===== config.mk =====
export PLATFORM = sky130hd
export DESIGN_NAME = xsim_mem_burst_reader
export DESIGN_NICKNAME = d
export VERILOG_FILES = /design/src/rtl/xsim_mem_burst_reader.sv
export SDC_FILE = /design/constraint.sdc
export NUM_CORES = 1
export LEC_CHECK = 0
export CELL_PAD_IN_SITES_DETAIL_PLACEMENT = 1
export CELL_PAD_IN_SITES_GLOBAL_PLACEMENT = 1
export CORE_MARGIN = 3
export CORE_UTILIZATION = 30
export CTS_CLUSTER_SIZE = 8
export DETAILED_ROUTE_END_ITERATION = 7
export PLACE_DENSITY = 0.7
export SLEW_MARGIN = 25
export SYNTH_ARGS = -nofsm -noshare
export SYNTH_HDL_FRONTEND = slang
export SYNTH_SLANG_ARGS = --single-unit

===== constraint.sdc =====
create_clock -name CLK -period 4.7 [get_ports CLK]
set_clock_uncertainty 0.15 [all_clocks]
set_input_delay 0.47 -clock CLK [delete_from_list [all_inputs] [get_ports CLK]]
set_output_delay 0.47 -clock CLK [all_outputs]
set_load 0.01 [all_outputs]

===== src/rtl/xsim_mem_burst_reader.sv =====
// Burst read adapter for the XSim word memory port: splits one burst request into single-word
// read requests (one outstanding at a time) and streams the returned words out through a small FIFO.
module xsim_mem_burst_reader #(
  parameter int unsigned FIFO_DEPTH = 4,
  parameter int unsigned LEN_WIDTH  = 8
) (
  input  logic                 CLK,
  input  logic                 RST_N,
  input  logic                 en_rdreq,
  output logic                 rdy_rdreq,
  input  logic [31:0]          rdreq_handle,
  input  logic [31:0]          rdreq_addr,
  input  logic [LEN_WIDTH-1:0] rdreq_len,
  input  logic                 rdy_readrequest,
  output logic                 en_readrequest,
  output logic [31:0]          readrequest_addr,
  output logic [31:0]          readrequest_handle,
  input  logic                 rdy_readresponse,
  output logic                 en_readresponse,
  input  logic [31:0]          readresponse_data,
  output logic                 rddata_valid,
  input  logic                 rddata_ready,
  output logic [31:0]          rddata_data,
  output logic                 rddata_last,
  output logic                 busy
);

  localparam int unsigned DATA_W = 32;
  localparam int unsigned PTR_W  = (FIFO_DEPTH > 1) ? $clog2(FIFO_DEPTH) : 1;
  localparam int unsigned CNT_W  = PTR_W + 1;

  typedef enum logic [1:0] {
    S_IDLE  = 2'd0,
    S_ISSUE = 2'd1,
    S_DRAIN = 2'd2
  } state_t;

  state_t               state;
  logic                 active;
  logic                 inflight;
  logic [DATA_W-1:0]    addr_q;
  logic [DATA_W-1:0]    handle_q;
  logic [LEN_WIDTH-1:0] issue_rem;
  logic [LEN_WIDTH-1:0] resp_rem;

  logic [DATA_W-1:0]    fifo_data [FIFO_DEPTH];
  logic                 fifo_last [FIFO_DEPTH];
  logic [PTR_W-1:0]     wr_ptr;
  logic [PTR_W-1:0]     rd_ptr;
  logic [CNT_W-1:0]     count;

  logic                 accept;
  logic                 pop;
  logic                 push;
  logic                 can_push;
  logic                 has_credit;

  // Handshake decode; a response with nothing in flight is stale and dropped so the port never locks.
  always_comb begin
    accept          = en_rdreq & rdy_rdreq;
    pop             = rddata_valid & rddata_ready;
    has_credit      = (count < CNT_W'(FIFO_DEPTH));
    can_push        = has_credit | pop;
    en_readrequest  = (state == S_ISSUE) & rdy_readrequest & ~inflight & has_credit;
    push            = rdy_readresponse & inflight & can_push;
    en_readresponse = active & rdy_readresponse & (~inflight | can_push);
  end

  assign readrequest_addr   = addr_q;
  assign readrequest_handle = handle_q;

  always_ff @(posedge CLK or negedge RST_N) begin
    if (!RST_N) begin
      state     <= S_IDLE;
      active    <= 1'b0;
      rdy_rdreq <= 1'b0;
      busy      <= 1'b0;
      inflight  <= 1'b0;
      addr_q    <= '0;
      handle_q  <= '0;
      issue_rem <= '0;
      resp_rem  <= '0;
    end else begin
      active <= 1'b1;
      if (en_readrequest) begin
        inflight <= 1'b1;
      end else if (push) begin
        inflight <= 1'b0;
      end
      if (push) begin
        resp_rem <= resp_rem - LEN_WIDTH'(1);
      end
      case (state)
        S_IDLE: begin
          rdy_rdreq <= ~accept;
          busy      <= accept;
          if (accept) begin
            state     <= S_ISSUE;
            addr_q    <= rdreq_addr;
            handle_q  <= rdreq_handle;
            issue_rem <= rdreq_len;
            resp_rem  <= rdreq_len;
          end
        end
        S_ISSUE: begin
          if (en_readrequest) begin
            addr_q    <= addr_q + DATA_W'(4);
            issue_rem <= issue_rem - LEN_WIDTH'(1);
            if (issue_rem == '0) begin
              state <= S_DRAIN;
            end
          end
        end
        S_DRAIN: begin
          // Leave only once the final word has landed in the FIFO.
          if (!inflight) begin
            state     <= S_IDLE;
            rdy_rdreq <= 1'b1;
            busy      <= 1'b0;
          end
        end
        default: begin
          state     <= S_IDLE;
          rdy_rdreq <= 1'b1;
          busy      <= 1'b0;
        end
      endcase
    end
  end

  // Response FIFO: registered storage, pop and push may coincide even when full.
  always_ff @(posedge CLK or negedge RST_N) begin
    if (!RST_N) begin
      wr_ptr <= '0;
      rd_ptr <= '0;
      count  <= '0;
      for (int i = 0; i < int'(FIFO_DEPTH); i++) begin
        fifo_data[i] <= '0;
        fifo_last[i] <= 1'b0;
      end
    end else begin
      if (push) begin
        fifo_data[wr_ptr] <= readresponse_data;
        fifo_last[wr_ptr] <= (resp_rem == '0);
        wr_ptr            <= wr_ptr + PTR_W'(1);
      end
      if (pop) begin
        rd_ptr <= rd_ptr + PTR_W'(1);
      end
      count <= count + CNT_W'(push) - CNT_W'(pop);
    end
  end

  assign rddata_valid = (count != '0);
  assign rddata_data  = fifo_data[rd_ptr];
  assign rddata_last  = fifo_last[rd_ptr];

  // A request strobe while not ready is dropped by the FSM; flag it in simulation.
  assert property (@(posedge CLK) disable iff (!RST_N) !(en_rdreq && !rdy_rdreq))
    else $error("xsim_mem_burst_reader: en_rdreq while rdy_rdreq=0 ignored");

endmodule

## After elaboration in Yosys (flattened, before gate mapping)

Index checks and enable logic that the tools add are counted.

| storage, ports and cells | value |
|---|---|
| bits in writable memories | 0 |
| logic and storage cells | 96 |
| bits in read-only memories | 0 |
| bits in registers | 225 |
| output and inout bits | 102 |
| bits in latches | 0 |
| input bits | 110 |
| memories | 0 |

| operators by class | value |
|---|---|
| equality and inequality tests | 6 |
| reduce and logical (&&, ||, !) cells | 11 |
| div/mod/pow operators | 0 |
| bitwise gates (word level) | 16 |
| order comparisons | 4 |
| add/subtract/negate cells | 7 |
| muxes and demuxes | 32 |
| multipliers | 0 |
| shift-type cells | 0 |

Operators with widths:

| operator | count |
|---|---|
| $mux W32 | 5 |
| $bwmux W128 | 1 |
| $bmux W32 S2 | 1 |
| $demux W32 S2 | 1 |
| $pmux W32 S2 | 1 |
| $mux W8 | 5 |
| $add A32 B3 Y32 const B | 1 |
| $logic_not A8 Y1 | 2 |
| $pmux W8 S2 | 1 |
| $sub A8 B1 Y8 const B | 2 |
| $and A1 B1 Y1 | 9 |
| $mux W2 | 4 |
| $mux W1 | 7 |
| $ge A3 B3 Y1 const B | 2 |
| $ne A2 B2 Y1 const B | 3 |
| $not A2 Y3 | 2 |
| $pmux W1 S3 | 2 |
| $pmux W2 S3 | 1 |
| $add A2 B1 Y2 const B | 2 |
| $bwmux W4 | 1 |
| $reduce_and A2 Y1 | 2 |
| $reduce_and A4 Y1 | 1 |
| $reduce_bool A2 Y1 | 2 |
| $add A3 B1 Y3 | 1 |
| other kinds (14) | 17 |

## Depth between registers and ports, before layout

Gate-level depths: netlist of the first run.

| depth | value |
|---|---|
| word-level depth | 7 |
| gate-level depth with buffers | 11 |
| gate-level depth less buffers | 10 |

## Worst setup path before layout of the first run

Ideal clock, no wire load.

| path | value |
|---|---|
| path type | flip-flop to flip-flop |
| start | register count[2] |
| end | register count[2] |
| data required time | 4.426 ns |
| cell stages (with the launch flop) | 10 |
| path slack | 2.271 ns |
| buffers on the path | 0 |
| arrival time | 2.155 ns |
| clock period less this slack | 2.429 ns |
| setup time | 0.124 ns |
| cell sequence | dfrtp_1 or3_1 and2_1 ha_1 inv_1 ha_1 inv_1 fa_1 xnor2_1 xnor2_1 |

| between the ends | value |
|---|---|
| longest elaborated chain between the ends | 6 |
| elaborated cells between the ends (all ways) | 7 |
| those cells by class | 2 x add/sub; 1 x order compare; 3 x bitwise; 1 x reduce/logical |

RTL lines:

| item | line | source |
|---|---|---|
| start: declaration | 50 | `logic [CNT_W-1:0] count;` |
| start signal: assignment | 150 | `count <= count + CNT_W'(push) - CNT_W'(pop);` |
| $reduce_bool A3 Y1 (*) | 154 | `assign rddata_valid = (count != '0);` |
| net rddata_valid | 21 | `output logic rddata_valid,` |
| $and A1 B1 Y1 (*) | 61 | `pop = rddata_valid & rddata_ready;` |
| net pop | 53 | `logic pop;` |
| $or A1 B1 Y1 | 63 | `can_push = has_credit \| pop;` |
| $and A1 B1 Y1 | 65 | `push = rdy_readresponse & inflight & can_push;` |
| $add A3 B1 Y3 | 150 |  |
| $sub A3 B1 Y3 (*) | 150 |  |

Mark *: on every way through the listed nets, which the timed path passes. The rest lies on a longest branch.
A chain may end at the register's enable or synchronous reset.

## Worst setup path after layout of the first run

| path | value |
|---|---|
| start | register rd_ptr[0] |
| end | output port rddata_data[30] |

| between the ends | value |
|---|---|
| longest elaborated chain between the ends | 4 |

RTL lines:

| item | line | source |
|---|---|---|
| start: declaration | 49 | `logic [PTR_W-1:0] rd_ptr;` |
| start signal: assignment | 148 | `rd_ptr <= rd_ptr + PTR_W'(1);` |
| $not A2 Y3 (implied by the code) | 155 | `assign rddata_data = fifo_data[rd_ptr];` |
| $bmux W32 S2 | 155 |  |
| $mux W32 (implied by the code) (2 in series) | 155 |  |
| end: declaration | 23 | `output logic [31:0] rddata_data,` |

Every way passes these cells. The select of a mux whose other input is x is not followed.

==> out/summary.md, run 1 <==
Source of the worst register-to-register timing path: count[2]. The die is 192 um tall. The last weighted congestion value of the routability-driven placer came out at 0.807.

Worst hold path class: input pin to async pin. Maximum fanout encountered on the critical timing path: 18. The origin of the worst setup path is rd_ptr[0]. The Yosys warning count was 0.

The accumulated negative setup slack came out at 0 ns. Setup violations remaining at the end of the flow were counted as 0. After synthesis, the netlist uses 63 different library cells.

In the final routed layout, each cell accounts on average for 18.8 um. Counting I/O delays and the setup requirement, the final critical path takes 3.35 ns. The synthesized instance count is 870, and the number of enable-type register cells in the synthesized netlist is 0.

For the via count of the first global-routing pass, the log shows 8515. The final hold slack was 0.317 ns; the area share of and/or/nand/nor cells after synthesis was 11.7%. After clock tree synthesis, the repair step resized 0 gates. Multiplexer cells account for 21.5% of the synthesized area. In the post-route analysis, the smallest setup slack over all paths is 1.35 ns. The tools report the number of antenna violations at the first check in global routing as 3. TritonCTS built the clock tree. IR analysis of the VDD net gives a maximum drop of 0.292 mV. The floorplan has 67 rows. The most common flop cell mapped by yosys is sky130_fd_sc_hd__dfrtp_1.

The power density relative to cell area is 697 nW/um2, and the max capacitance violation total is 0. The starting utilization of the core area was 30.7%. For the worst endpoint required time, the log shows 4.08 ns. The synthesized design contains 225 register bits.

During I/O placement, the number of pins put on the boundary was 212. The final critical-path share of the clock period was 71.2%. The number of hold-slack violations in the final timing report is 0, and the worst endpoint data arrival time is 2.73 ns. The tree is rooted in a sky130_fd_sc_hd__clkbuf_16. CTS built an H-tree with a depth of 2. The run gives 7625 as the total via count after detailed routing.

The tools report the nature of the critical path startpoint as a flop. The synthesized-area fraction occupied by ao, oa, aoi and oai cells came out at 7.37%. After Yosys synthesis, XOR and XNOR cells account for 1.01% of the synthesized area.

The tools report the core outline area as 33900 um2. In this run the horizontal extent of the chip is 192 um. The flow ran to the end, and the final reports show no timing, DRC or antenna violations.

The power consumption was 9.71 mW. Clock-pin slew was measured on the worst setup and hold paths at 0.05 ns. The logs give 193 for the number of DRC violations after detailed-routing iteration 0 and 32.3% for the worst relative slew slack. The run gives 0 as the post-detailed-route DRC marker count. The first-pass detailed-route iteration total is 4. Compared with the post-synthesis result, the final layout area differs by 33.8%. After filler insertion, the fill cell instance count of the layout stands at 3663. The floorplan step defined a die boundary enclosing 37000 um2. Summed over all layers, the global routing overflow is 0. The worst setup slack after placement was 1.52 ns.

The clock passes through at most 3 buffers. Static timing analysis puts the maximum clock frequency at 0.299 GHz. The worst setup path is of the flop to output port kind.

The tools report the net count after synthesis as 992. Final routed wirelength across all metal layers: 28800 um. The tools report the kind of end point of the critical path as an output port.

Summing every instance area after synthesis gives 10400 um2. Using the TritonRoute via totals, the vias-per-cell ratio works out to 4.99. At the end of the flow, the number of nets in the layout was 1198. After synthesis, the largest family of logic cells by area is multiplexers.

In this run the tool buffered the top-level ports with 211 buffer cells. The share of async-settable or async-resettable flops after synthesis was 100%. The run gives 0 as the count of pins over their slew limit. The sequential-to-total area share from yosys stat is 54.1%, and the post-CTS setup repair buffer count is 0.

At the pin with the least slew margin, the transition time is 1.01 ns. Global routing used 15.6% of the available tracks across all layers. The wire length of the first global-routing pass came out at 46100 um. Each instance of the synthesized netlist takes up on average 12.0 um2. The proportion of layout cells with a drive suffix above 1 is 21.7%.

The number of clock buffers added by TritonCTS is 34. In this run the remaining antenna-violating nets after routing total 0. Summed over all cells, the static leakage comes to 5.86 nW. Summed over all nets, the half-perimeter wirelength after detailed placement is 19100 um.

The tools report the largest net degree at the start of global routing as 132. Setup repair after global routing left no endpoint under its margin. The quantity of hold-fixing buffers added after cts came out at 1. The latest clock arrival within the worst-skew pair is 0.50 ns, and the number of sinks driven by the clock tree is 225. The post-synthesis adder-cell area fraction came out at 1.51%.
logic make-up after synthesis:
group / count (synthesis)
AO/OA/AOI/OAI: 120
AND/OR/NAND/NOR: 267
adder cells (fa/ha/maj): 12
XOR/XNOR: 12
flip-flops: 225
multiplexers: 166
buffers and inverters: 67
other: 1
path summary, 6_finish.rpt:
| kind | slack, ns | cells past startpoint | endpoint |
|---|---|---|---|
| worst max-delay path | 1.35 | 3 | rddata_data[30] |
| worst min-delay path | 0.32 | 2 | fifo_data[113] |
| worst max register to register | 2.06 | 10 | count[2] |
| worst min register to register | 0.32 | 2 | readrequest_handle[6] |
| max in group asynchronous | 2.89 | 4 | readrequest_addr[18] |
| min in group CLK | 0.32 | 2 | readrequest_handle[6] |
final cells by class:
type	instances	area, um2	area share [%]
Sequential cell	225	5630	40.5
Multi-Input combinational cell	578	4520	32.5
Timing Repair Buffer	224	2240	16.1
Clock buffer	38	897	6.44
Inverter	13	48.8	0.351
Clock inverter	2	16.3	0.117
Tap cell	448	561	4.03
Antenna cell	1	2.50	0.0180
sequential cells by signal, indices dropped and copies added (netlist names), 3 cells and up:
signal,cells
fifo_data,128
fifo_last,4
readrequest_handle,32
count,3
issue_rem,8
readrequest_addr,32
resp_rem,8
synth_stat cells (2+ instances only):
cell type,number,share of area [%]
sky130_fd_sc_hd__o22a_1,13,1.1
sky130_fd_sc_hd__nor2_1,33,1.2
sky130_fd_sc_hd__dfrtp_1,225,54
sky130_fd_sc_hd__xnor2_1,8,0.67
sky130_fd_sc_hd__ha_1,11,1.3
sky130_fd_sc_hd__nand2b_1,4,0.24
sky130_fd_sc_hd__and4_1,2,0.17
sky130_fd_sc_hd__buf_1,7,0.25
sky130_fd_sc_hd__o2bb2a_1,2,0.19
sky130_fd_sc_hd__o211a_1,2,0.19
sky130_fd_sc_hd__buf_4,2,0.14
sky130_fd_sc_hd__and3_1,8,0.48
sky130_fd_sc_hd__nor3_1,11,0.53
sky130_fd_sc_hd__xor2_1,4,0.34
sky130_fd_sc_hd__nand4_1,13,0.78
sky130_fd_sc_hd__buf_2,19,0.91
sky130_fd_sc_hd__mux2_2,129,14
sky130_fd_sc_hd__o41ai_1,2,0.17
sky130_fd_sc_hd__a21oi_1,39,1.9
sky130_fd_sc_hd__a311oi_1,2,0.17
sky130_fd_sc_hd__o22ai_1,10,0.60
sky130_fd_sc_hd__o211ai_1,3,0.22
sky130_fd_sc_hd__nand3_1,15,0.72
sky130_fd_sc_hd__clkbuf_1,25,0.90
sky130_fd_sc_hd__a41oi_1,2,0.17
sky130_fd_sc_hd__a31oi_1,4,0.24
sky130_fd_sc_hd__mux2i_1,4,0.38
sky130_fd_sc_hd__inv_1,12,0.43
sky130_fd_sc_hd__nand3_2,2,0.19
sky130_fd_sc_hd__mux4_2,33,7.1
sky130_fd_sc_hd__or3_1,2,0.12
sky130_fd_sc_hd__o21ai_0,29,1.4
sky130_fd_sc_hd__nor4_1,6,0.36
sky130_fd_sc_hd__nand2_1,158,5.7
placed cells by master, fill, tap and decap left out, types with 10 or more instances in the layout:
master	instances
sky130_fd_sc_hd__buf_4	11
sky130_fd_sc_hd__a21oi_1	38
sky130_fd_sc_hd__mux2_2	129
sky130_fd_sc_hd__nand2_1	154
sky130_fd_sc_hd__o21ai_0	29
sky130_fd_sc_hd__inv_1	12
sky130_fd_sc_hd__mux4_2	33
sky130_fd_sc_hd__clkdlybuf4s50_1	210
sky130_fd_sc_hd__nor2_1	33
sky130_fd_sc_hd__nor3_1	11
sky130_fd_sc_hd__clkbuf_16	35
sky130_fd_sc_hd__o22ai_1	10
sky130_fd_sc_hd__ha_1	11
sky130_fd_sc_hd__nand3_1	15
sky130_fd_sc_hd__dfrtp_1	223
sky130_fd_sc_hd__o22a_1	13
sky130_fd_sc_hd__nand4_1	13
critical path, stage by stage (launching register included):
cell and delay (ns):
sky130_fd_sc_hd__dfrtp_2 0.76, sky130_fd_sc_hd__buf_4 0.37, sky130_fd_sc_hd__mux4_2 0.54, sky130_fd_sc_hd__clkdlybuf4s50_1 0.56
layer usage:
layer  track usage (%)  vias to the layer above  part of all wire, %
met5                 0                        -                 0.11
met4              4.12                        6                  2.0
met3              5.04                       48                  7.4
met2              26.8                      200                   47
met1              19.0                     3863                   43
li1                  -                     3508                    -
power by group:
group | switching (mW) | total, mW | internal (mW)
registers | 0.745 | 3.59 | 2.85
logic | 1.68 | 3.96 | 2.28
clock network | 0.824 | 2.15 | 1.33
metrics by stage:
| step | area (um2) | std cells | utilization [%] |
|---|---|---|---|
| floorplan | 10400 | 870 | - |
| global placement | 13000 | 1485 | 38.3 |
| detailed placement | 13000 | 1485 | 38.3 |
| CTS | 13900 | 1526 | 41.0 |
| global route | 13900 | 1528 | 41.1 |
| finish | 13900 | 1529 | 41.1 |
Note: power is estimated with default switching activity, not from simulation.
==> inputs of run 2 (changes only) <==
- clock period: 4.7 -> 3.4 ns (I/O delays scaled with it)
==> run 2 against run 1 <==
  * Combinational power rose by 42%
  * Sequential cell count did not move
  * Highest routed layer unchanged
  * First-iteration DRC count rose by 12%
  * Sequential share of layout area fell by 0.36 points
  * Clock power rose by 38%
  * Final cell count rose by 0.65%
  * Register-to-register slack got worse by 1.2 ns
  * Total power rose by 39%
  * Sequential power rose by 37%
  * Via count rose by 1.2%
==> out/summary.md, run 2 (synthesis gave the netlist of run 1 again) <==
The internal cell power came out at 8.97 mW (was 6.46 mW). The run gives 47400 um (was 46100 um) as the wire length of the first global-routing pass. The run gives 1209 (was 1198) as the number of nets in the layout.

The most used routing layer in global routing is met2 (unchanged). The worst setup slack after placement was 0.684 ns (was 1.52 ns); the accumulated negative setup slack was 0 ns (unchanged). The nature of the critical path startpoint was a flop (unchanged).

The kind of end point of the critical path is an output port (unchanged). Number of antenna violations at the first check in global routing: 3 (unchanged). The tools report the last weighted congestion value of the routability-driven placer as 0.791 (was 0.807).

Most used cells in the layout excluding fill and tap cells: sky130_fd_sc_hd__dfrtp_1 (223), sky130_fd_sc_hd__clkdlybuf4s50_1 (210), sky130_fd_sc_hd__nand2_1 (154), sky130_fd_sc_hd__mux2_2 (129), sky130_fd_sc_hd__a21oi_1 (38) (unchanged). The leakage power is 5.93 nW (was 5.86 nW), and the port buffer count is 211 (unchanged). Setup repair after global routing left no endpoint under its margin.

The switching part of the total was 33.6% (was 33.5%). The measured slew at the worst slew-check pin was 0.991 ns (was 1.01 ns). Worst hold path class: input pin to flop (was input pin to async pin). Final core utilization: 41.5% (was 41.1%). The die extent in y works out to 192 um (unchanged). The run gives 4 (unchanged) as the first-pass detailed-route iteration total. The count of pins over their slew limit was 0 (unchanged). The area overhead of the layout relative to synthesis is 35.0% (was 33.8%), and the TritonCTS buffer count is 34 (unchanged). The number of sinks driven by the clock tree is 225 (unchanged), and the horizontal die dimension is 192 um (unchanged).

Final critical-path setup slack: 0.355 ns (was 1.35 ns). Share of total power in the clock network: 21.9% (was 22.2%). The via count of the first global-routing pass was 8640 (was 8515); the count of endpoints failing setup in the final report was 0 (unchanged). The post-detailed-route DRC marker count was 0 (unchanged). The net switching power figure was 4.55 mW (was 3.25 mW); the global-route total usage across every layer was 16.1% (was 15.6%). For the routing usage on met1, the log shows 20.5% (was 19.0%). The vias per cell works out to 5.02 (was 4.99).

The final antenna-violating net count is 0 (unchanged), and the final critical-path share of the clock period is 89.6%. For this run, the top clock speed supported by timing is 0.328 GHz. The largest net degree at the start of global routing was 91 (was 132). The tools report the buffer type at the clock tree root as sky130_fd_sc_hd__clkbuf_16 (unchanged). The worst IR drop on VDD was 0.469 mV (was 0.292 mV). Area of the die: 37000 um2 (unchanged). The combinational group share of total power was 41.7% (was 40.8%). Most common library cell in the layout ignoring fill and taps: sky130_fd_sc_hd__dfrtp_1 (unchanged).

The power density relative to cell area was 962 nW/um2 (was 697 nW/um2); the final hold slack was 0.224 ns (was 0.317 ns). The worst endpoint required time came out at 2.91 ns (was 4.08 ns). The setup slack of the most critical reg-to-reg path is 0.90 ns (was 2.06 ns).

The count of instances resized after the clock tree is built was 0 (unchanged). The number of core rows is 67 (unchanged), and the starting utilization of the core area is 30.7% (unchanged). The number of hold-slack violations in the final timing report came out at 0 (unchanged). TritonCTS built the clock tree. The final routed wirelength across all metal layers is 29400 um (was 28800 um), and the worst endpoint data arrival time is 2.55 ns (was 2.73 ns). For the number of fill cells in the layout, the log shows 3615 (was 3663). The register bank with the most flops is fifo_data (unchanged). The average wire length per cell after detail routing works out to 19.1 um (was 18.8 um).

The logs give 212 (unchanged) for the I/O pin count and 2 (unchanged) for the H-tree depth. The run gives 36.4% (was 37.0%) as the sequential share of power. The HPWL after detailed placement is 19500 um (was 19100 um). The max capacitance violation total came out at 0 (unchanged). Global routing usage on met2: 27.0% (was 26.8%).

The proportion of layout cells with a drive suffix above 1 is 22.3% (was 21.7%). The run gives 33.9% (was 32.3%) as the worst relative slew slack. The clock input transition at the sequential cells of the worst setup and hold paths works out to 0.05 ns (about the same). The number of flip-flops in the largest register came out at 128 (unchanged).

The clock period minus final worst setup slack came out at 3.04 ns. The maximum fanout encountered on the critical timing path is 15 (was 18), and the core outline area is 33900 um2 (unchanged). The logs give 4.80% (was 5.04%) for the fraction of met3 tracks used by global routing and 3 (unchanged) for the largest buffer count on any clock path. The latest clock arrival within the worst-skew pair is 0.49 ns (was 0.50 ns), and the final global-route overflow total is 0 (unchanged). The total via count after detailed routing is 7719 (was 7625), and the number of DRC violations after detailed-routing iteration 0 is 217 (was 193). The number of diodes added for antenna fixing is 0 (was 1). The run finished with clean final reports.

The critical path start-end classification was flop to output port (unchanged).
## run 2: cell types whose count changed in the layout (fill, tap and decap cells not counted), sizes merged
cell / delta
diode: -1
clkinvlp: -1
buf: +11
clkinv: +1
## run 2: worst paths after layout
kind                                          start                      to  depth (start not counted)
worst max-delay path                      rd_ptr[0]          rddata_data[3]                          3
worst min-delay path               rdreq_handle[17]  readrequest_handle[17]                          3
worst max register to register             count[2]                count[2]                          9
worst min register to register  readrequest_addr[1]     readrequest_addr[1]                          2
max in group asynchronous                     RST_N   readrequest_handle[1]                          3
min in group asynchronous                     RST_N          fifo_data[117]                          2
## run 2: what timing repair did
| action | in CTS | in global routing |
|---|---|---|
| hold buffers | 1 | 0 |
| setup buffers | 0 | 0 |
| endpoints found under the hold margin | 86 | 0 |
## run 2: power by group through the flow
| stage | logic [mW] | registers [mW] | clock network [mW] |
|---|---|---|---|
| after floorplan | 3.17 | 4.74 | 0 |
| after global placement | 5.56 | 4.88 | 0 |
| after detailed placement | 5.69 | 4.94 | 0 |
| after CTS | 5.74 | 4.94 | 3.06 |
| after global routing | 6.19 | 5.11 | 3.19 |
| final | 5.63 | 4.92 | 2.96 |
## run 2: worst max-delay path: stages, from the launching register on
cell and delay [ns]:
sky130_fd_sc_hd__dfrtp_2 0.69, sky130_fd_sc_hd__buf_4 0.31, sky130_fd_sc_hd__mux4_2 0.54, sky130_fd_sc_hd__clkdlybuf4s50_1 0.50
## run 2: metrics by stage
| step | area (um2) | std cells | power (mW) |
|---|---|---|---|
| floorplan | 10400 | 870 | 7.90 |
| global placement | 13100 | 1498 | 10.4 |
| detailed placement | 13100 | 1498 | 10.6 |
| CTS | 14000 | 1539 | 13.7 |
| global route | 14000 | 1539 | 14.5 |
| finish | 14000 | 1539 | 13.5 |
## run 2: layout make-up
class,count,area [um2],share of cell area [%]
Multi-Input combinational cell,578,4520,32.2
Tap cell,448,561,3.99
Timing Repair Buffer,235,2370,16.9
Sequential cell,225,5630,40.1
Inverter,13,48.8,0.347
Clock inverter,2,17.5,0.125
Clock buffer,38,887,6.32
## run 2: routing by layer
metal,part of all wire [%],vias to the layer above,wire [um]
met3,7.2,54,2130
met1,43,3905,12600
met4,1.8,6,537
met5,0.12,-,36
met2,48,213,14100
li1,-,3541,-
==> inputs of run 3 (changes only) <==
- SKIP_LAST_GASP: default -> 1
- TNS_END_PERCENT: default -> 100
==> results of run 3 <==
Final layout, timing and power as in run 2 (identical DEF).
